===== src/rtl/boton_pkg.sv =====
// Shared definitions for the multi-channel button conditioner.
// Optional feature macro: BOTON_REPEAT_EN (auto-repeat of long_pulse while held).
package boton_pkg;

   // Press classification states, one instance per channel
   typedef enum logic [1:0] {
      IDLE,
      PRESSED,
      HELD
   } press_state_e;

   // Default timing constants (in clock cycles) for a 50 MHz board clock
   localparam int DEF_TIME_ANTIREBOTE = 5000;
   localparam int DEF_MIN_TIME        = 25000000;
   localparam int DEF_REPEAT_TIME     = 5000000;

   // Maps a raw key level onto the internal "pressed = 1" convention
   function automatic logic toPressed(input logic raw, input bit activeLow);
      return activeLow ? ~raw : raw;
   endfunction

   // True when a timing set is usable: the debounce window needs at least two
   // cycles, a long press must outlast the debounce, and the repeat period
   // needs at least two cycles
   function automatic bit paramsValid(input int tAntirebote, input int minTime,
                                      input int repeatTime);
      return (tAntirebote >= 2) && (minTime > tAntirebote) && (repeatTime >= 2);
   endfunction

endpackage


===== src/rtl/boton_canal.sv =====
// One button channel: two-flop synchroniser, debounce counter and the
// short/long press classifier.
// Optional feature macro: BOTON_REPEAT_EN (adds the HELD repeat counter).
module boton_canal
   import boton_pkg::*;
#(
   parameter int TIME_ANTIREBOTE = DEF_TIME_ANTIREBOTE,
   parameter int MIN_TIME        = DEF_MIN_TIME,
   parameter int ACTIVE_LOW      = 1
`ifdef BOTON_REPEAT_EN
   ,
   parameter int REPEAT_TIME     = DEF_REPEAT_TIME
`endif
) (
   input  logic clk,
   input  logic reset,
   input  logic boton_i,
   output logic level_o,
   output logic press_o,
   output logic long_o
);

   localparam int DW = $clog2(TIME_ANTIREBOTE + 1);
   localparam int HW = $clog2(MIN_TIME + 1);
   localparam logic [DW-1:0] DEB_LAST = DW'(TIME_ANTIREBOTE - 1);
   localparam logic [HW-1:0] HOLD_MAX = HW'(MIN_TIME);
   localparam logic [HW-1:0] HOLD_ONE = HW'(1);

`ifdef BOTON_REPEAT_EN
   localparam int RW = $clog2(REPEAT_TIME + 1);
   localparam logic [RW-1:0] REP_MAX = RW'(REPEAT_TIME);
`endif

   logic sync1_q;
   logic sync2_q;

   logic [DW-1:0] debCnt_q, debCnt_d;
   logic          level_q, level_d;

   press_state_e  state_q, state_d;
   logic [HW-1:0] hold_q, hold_d, holdInc;
   logic          press_q, press_d;
   logic          long_q, long_d;

`ifdef BOTON_REPEAT_EN
   logic [RW-1:0] rep_q, rep_d, repInc;
`endif

   // Two-flop synchroniser; the raw key is folded to pressed = 1 before it
   always_ff @(posedge clk) begin
      if (reset) begin
         sync1_q <= 1'b0;
         sync2_q <= 1'b0;
      end else begin
         sync1_q <= toPressed(boton_i, ACTIVE_LOW != 0);
         sync2_q <= sync1_q;
      end
   end

   // Debounce: the stable level only flips after the sample has disagreed
   // with it for a full window; any agreement restarts the window
   always_comb begin
      debCnt_d = debCnt_q;
      level_d  = level_q;
      if (sync2_q == level_q) begin
         debCnt_d = '0;
      end else if (debCnt_q >= DEB_LAST) begin
         level_d  = ~level_q;
         debCnt_d = '0;
      end else begin
         debCnt_d = debCnt_q + 1'b1;
      end
   end

   // Debounce state register
   always_ff @(posedge clk) begin
      if (reset) begin
         debCnt_q <= '0;
         level_q  <= 1'b0;
      end else begin
         debCnt_q <= debCnt_d;
         level_q  <= level_d;
      end
   end

   // Press classifier next state: level_q is the level of the cycle just
   // ending and level_d the one about to start, so a threshold hit is only
   // honoured when the level is still high afterwards (release wins a tie)
   always_comb begin
      state_d = state_q;
      hold_d  = hold_q;
      press_d = 1'b0;
      long_d  = 1'b0;
      holdInc = (hold_q < HOLD_MAX) ? hold_q + 1'b1 : hold_q;
`ifdef BOTON_REPEAT_EN
      rep_d   = rep_q;
      repInc  = (rep_q < REP_MAX) ? rep_q + 1'b1 : rep_q;
`endif
      case (state_q)
         IDLE: begin
            hold_d = '0;
            if (level_q) begin
               state_d = PRESSED;
               hold_d  = HOLD_ONE;
            end
         end
         PRESSED: begin
            if (!level_q) begin
               press_d = 1'b1;
               state_d = IDLE;
               hold_d  = '0;
            end else begin
               hold_d = holdInc;
               if ((holdInc == HOLD_MAX) && level_d) begin
                  long_d  = 1'b1;
                  state_d = HELD;
`ifdef BOTON_REPEAT_EN
                  rep_d   = '0;
`endif
               end
            end
         end
         HELD: begin
            if (!level_q) begin
               state_d = IDLE;
               hold_d  = '0;
`ifdef BOTON_REPEAT_EN
               rep_d   = '0;
            end else if (repInc == REP_MAX) begin
               rep_d  = '0;
               long_d = level_d;
            end else begin
               rep_d = repInc;
`endif
            end
         end
         default: begin
            state_d = IDLE;
            hold_d  = '0;
         end
      endcase
   end

   // Press classifier state and registered event outputs
   always_ff @(posedge clk) begin
      if (reset) begin
         state_q <= IDLE;
         hold_q  <= '0;
         press_q <= 1'b0;
         long_q  <= 1'b0;
`ifdef BOTON_REPEAT_EN
         rep_q   <= '0;
`endif
      end else begin
         state_q <= state_d;
         hold_q  <= hold_d;
         press_q <= press_d;
         long_q  <= long_d;
`ifdef BOTON_REPEAT_EN
         rep_q   <= rep_d;
`endif
      end
   end

   assign level_o = level_q;
   assign press_o = press_q;
   assign long_o  = long_q;

endmodule


===== src/rtl/boton_multi.sv =====
// N-channel button conditioner: one boton_canal per raw key, bit i of every
// output belongs to boton_in[i].
// Optional feature macro: BOTON_REPEAT_EN (long_pulse repeats while held).
module boton_multi
   import boton_pkg::*;
#(
   parameter int N_BOTONES       = 4,
   parameter int TIME_ANTIREBOTE = DEF_TIME_ANTIREBOTE,
   parameter int MIN_TIME        = DEF_MIN_TIME,
   parameter int REPEAT_TIME     = DEF_REPEAT_TIME,
   parameter int ACTIVE_LOW      = 1
) (
   input  logic                 clk,
   input  logic                 reset,
   input  logic [N_BOTONES-1:0] boton_in,
   output logic [N_BOTONES-1:0] boton_level,
   output logic [N_BOTONES-1:0] press_pulse,
   output logic [N_BOTONES-1:0] long_pulse
);

   // An unusable timing set leaves this marker scope in the elaborated
   // hierarchy so it is easy to spot when browsing a netlist
   if (!paramsValid(TIME_ANTIREBOTE, MIN_TIME, REPEAT_TIME)) begin : gInvalidParameters
   end

   // One fully independent conditioner per key
   for (genvar g = 0; g < N_BOTONES; g++) begin : gCanal
      boton_canal #(
         .TIME_ANTIREBOTE(TIME_ANTIREBOTE),
         .MIN_TIME       (MIN_TIME),
         .ACTIVE_LOW     (ACTIVE_LOW)
`ifdef BOTON_REPEAT_EN
         ,
         .REPEAT_TIME    (REPEAT_TIME)
`endif
      ) uCanal (
         .clk    (clk),
         .reset  (reset),
         .boton_i(boton_in[g]),
         .level_o(boton_level[g]),
         .press_o(press_pulse[g]),
         .long_o (long_pulse[g])
      );
   end

endmodule


===== config.mk =====
export PLATFORM = sky130hd
export DESIGN_NAME = boton_multi
export DESIGN_NICKNAME = d
export VERILOG_FILES = /design/src/rtl/boton_pkg.sv /design/src/rtl/boton_canal.sv /design/src/rtl/boton_multi.sv
export SDC_FILE = /design/constraint.sdc
export NUM_CORES = 1
export LEC_CHECK = 0
export ABC_AREA = 1
export CELL_PAD_IN_SITES_DETAIL_PLACEMENT = 1
export CELL_PAD_IN_SITES_GLOBAL_PLACEMENT = 1
export CORE_MARGIN = 2
export CORE_UTILIZATION = 29
export DETAILED_ROUTE_END_ITERATION = 16
export PLACE_DENSITY = 0.56
export SYNTH_ARGS = -nofsm -noshare
export SYNTH_HDL_FRONTEND = slang
export SYNTH_SLANG_ARGS = --single-unit

===== constraint.sdc =====
create_clock -name clk -period 3.6 [get_ports clk]
set_clock_uncertainty 0.05 [all_clocks]
set_input_delay 0.72 -clock clk [delete_from_list [all_inputs] [get_ports clk]]
set_output_delay 0.72 -clock clk [all_outputs]
set_load 0.005 [all_outputs]

==> impl_metrics.yaml <==
sta:
  hold_ws_ns: 0.365
  tns_ns: 0
  hold_viol_final: 0
  slew_viol_final: 0
  setup_ws_ns: 0.583
  grt_setup_unrepaired: "no"
  fin_crit_sh_pct: 83.8
  tightest_slew_ns: 1.09
  period_needed_ns: 3.02
  relSlewSlack_pct: 27.2
  max_freq_mhz: 331
  setup_viol: 0
layout:
  seqCellArea_um2: 3600
  areaGrowthSynthToFinish_pct: 10.5
  final_layout_size_suffix_gt1_share_pct: 4.95
  multiInputGateArea_um2: 6170
  fillers: 4821
  num-nets-final: 1779
  antenna_cells: 0
clock_tree:
  clockBufferDepth: 2
  cts_resized: 0
  cts_buffers: 17
  htreeDepth: 4
  cts_num_sinks: 180
  clk_pin_slew_ns: 0.08
  cts_setup_buffers: 0
  postCtsHoldBufs: 0
  cts_root_buffer: "clkbuf_16"
  clk_latency_ns: 0.46
  tritoncts: "yes"
floorplanning:
  core_um2: 36800
  placementRows: 70
  dieArea_um2: 39100
  die_h_um: 198
  die_w_um: 198
  floorplan.initialDensity_pct: 29.6
  io-pin-count: 18
global_routing:
  overflow: 0
  first_global_vias: 11300
  grt_max_degree: 44
  grt_use_total_pct: 18.8
  grt_pass1_wl_um: 58100
  antenna_found_initial: 0
setup_path:
  crit_start: "gCanal[0].uCanal.hold_q[9]"
  reg2reg_to: "gCanal[0].uCanal.state_q[1]"
  crit_fanout: 12
  crit_path_end: "gCanal[0].uCanal.state_q[1]"
  required_ns: 3.87
  arrival_ns: 3.28
  r2r_slack_ns: 0.58
  start_kind: "flip-flop"
  cp-end-kind: "flip-flop"
  crit_type: "reg2reg"
  rr_worst_depth: 14
  rr_startpoint: "gCanal[0].uCanal.hold_q[9]"
placed_design:
  pre_cts_ws_ns: 0.601
  gp_congestion: 0.903
  port_buffers: 17
  dpl.hpwl_um: 26400
yosys:
  synth_ff_type: "dfxtp_1"
  syn_inst: 1768
  netlist_area_um2: 10900
  syn_nets: 1782
  synth_seq_cells: 180
  avgSynthCellArea_um2: 6.16
  synthDistinctLibCells: 48
  synth-edff-count: 0
  yosys_warnings: 0
  ys_seq_area_share_pct: 33.1
  async_flop_share_pct: 0
run:
  maxCapViolations: 0
run_status:
  status: "finished, final reports clean"
drt:
  vias: 10900
  drc: 0
  via_per_inst: 4.85
  routedWlPerCell_um: 15.7
  postRouteAntennaNets: 0
  firstDrtPassIters: 7
  wl_um: 35200
  drt_iter0_drc: 414
power_and_ir_drop:
  vdd_ir_drop_max_uv: 317
  cellLeakagePower_nw: 4.34
  power.density_nw_per_um2: 331
min_path:
  hp-class: "reg2reg"
  min_from: "gCanal[1].uCanal.sync1_q"
worst max-delay path, stage by stage, from the launching register on:
cell     delay [ns]
dfxtp_1        0.39
nor2_1         0.20
nor2_1         0.06
nand2_1        0.06
nand2_1        0.05
nand2_1        0.36
nand2_2        0.18
nor2_1         0.80
nand2_1        0.17
nand3_1        0.21
nor2_1         0.07
nand2_1        0.07
nor2_1         0.05
nand3_1        0.10
nand2_1        0.06
synth_stat cells (2+ instances only):
cell type / number / area share, %
nand3_2: 4 / 0.37
o21ai_0: 60 / 2.8
nor3b_1: 8 / 0.55
or2_2: 2 / 0.11
nor3_1: 32 / 1.5
buf_4: 14 / 0.97
nand3_1: 151 / 6.9
nand4_1: 34 / 2.0
a31oi_1: 2 / 0.11
clkbuf_1: 27 / 0.93
nand2_1: 544 / 19
buf_6: 6 / 0.62
a22oi_1: 4 / 0.28
o21ai_1: 5 / 0.23
o21bai_1: 6 / 0.41
a21boi_0: 2 / 0.14
o32ai_1: 3 / 0.24
nand3b_1: 8 / 0.55
inv_2: 5 / 0.17
dfxtp_1: 180 / 33
inv_1: 209 / 7.2
nand2_2: 7 / 0.40
ha_1: 8 / 0.92
nor2_1: 270 / 9.3
nor2_4: 4 / 0.41
o21ai_2: 2 / 0.16
buf_2: 5 / 0.23
xor2_1: 46 / 3.7
o22ai_1: 39 / 2.2
nor2_2: 12 / 0.69
xnor2_1: 9 / 0.72
a21oi_1: 42 / 1.9
o211ai_1: 2 / 0.14
and2_1: 2 / 0.11
routing by layer:
layer / part of all wire, % / GRT usage, % / wire length, um / vias up
met5: 0 / 0 / 0 / -
met3: 2.3 / 3.03 / 791 / 21
met4: 0.98 / 4.37 / 346 / 0
met1: 50 / 25.0 / 17700 / 5175
li1: - / - / - / 5614
met2: 46 / 31.9 / 16300 / 89
through the flow:
| stage | utilization [%] | area, um^2 | total power [W] | cells |
|---|---|---|---|---|
| after detailed placement | 31.1 | 11400 | 0.00208 | 2214 |
| after CTS | 32.7 | 12000 | 0.00405 | 2246 |
| after global placement | 31.1 | 11400 | 0.00208 | 2214 |
| after floorplan | - | 10900 | 0.00206 | 1768 |
| final | 32.7 | 12000 | 0.00398 | 2246 |
| after global routing | 32.7 | 12000 | 0.00413 | 2246 |
cells by family after synthesis:
kind of cell	share of synthesized area [%]
buffers and inverters	10.2
AOI/OAI and AO/OA	9.31
xor gates and xnor gates	4.42
adders and majority gates	0.919
DFF	33.1
and+or+nand+nor	42.1
report_power, final:
part / switching, W / internal, W / leakage, nW
Combinational: 0.0000268 / 0.00000982 / 2.60
Clock: 0.000959 / 0.000985 / 0.284
Sequential: 0.00000271 / 0.00199 / 1.45
area by class of cell:
type                       instances  share of cell area [%]
inverter                         215                    6.71
tap                              468                    4.87
clock buffer                      17                    3.54
clock inverter                    15                    1.34
timing repair buffer              31                    2.25
sequential                       180                    30.0
multi-input combinational       1320                    51.3
worst min path at each step:
stage               slack [ns]                       end  cells after the start
finish                    0.36  gCanal[1].uCanal.sync2_q                      2
global route              0.40  gCanal[0].uCanal.sync2_q                      2
CTS                       0.37  gCanal[1].uCanal.sync2_q                      2
detailed placement        0.36  gCanal[1].uCanal.sync2_q                      2
global placement          0.35  gCanal[3].uCanal.sync2_q                      2
floorplan                 0.34  gCanal[0].uCanal.sync2_q                      2
layout by cell type, fill, tap and decap left out, drive strengths merged:
cell type      instances
o211ai                 2
ha                     8
a21oi                 43
inv                  222
nor3b                  8
bufinv                 1
or2                    2
nand3b                 8
a221oi                 1
nand4                 34
clkbuf                17
o32ai                  3
buf                   15
nor4                   1
nor3                  33
nand3                156
o22ai                 39
xnor2                  9
a22oi                  4
and2                   2
clkdlybuf4s50         16
clkinvlp               2
o21ai                 67
dfxtp                180
o21bai                 6
nor2                 286
a32o                   1
nand2                552
clkinv                 5
a31oi                  2
a41oi                  1
a21boi                 4
xor2                  46
o31ai                  1
a221o                  1
state kept, by name, summed over array words and instances (netlist names):
signal,count
gCanal.uCanal.hold_q,100
gCanal.uCanal.state_q,8
gCanal.uCanal.level_o,4
gCanal.uCanal.long_o,4
gCanal.uCanal.press_o,4
gCanal.uCanal.debCnt_q,52
gCanal.uCanal.sync1_q,4
gCanal.uCanal.sync2_q,4
Power figures use the tool's default switching activity.
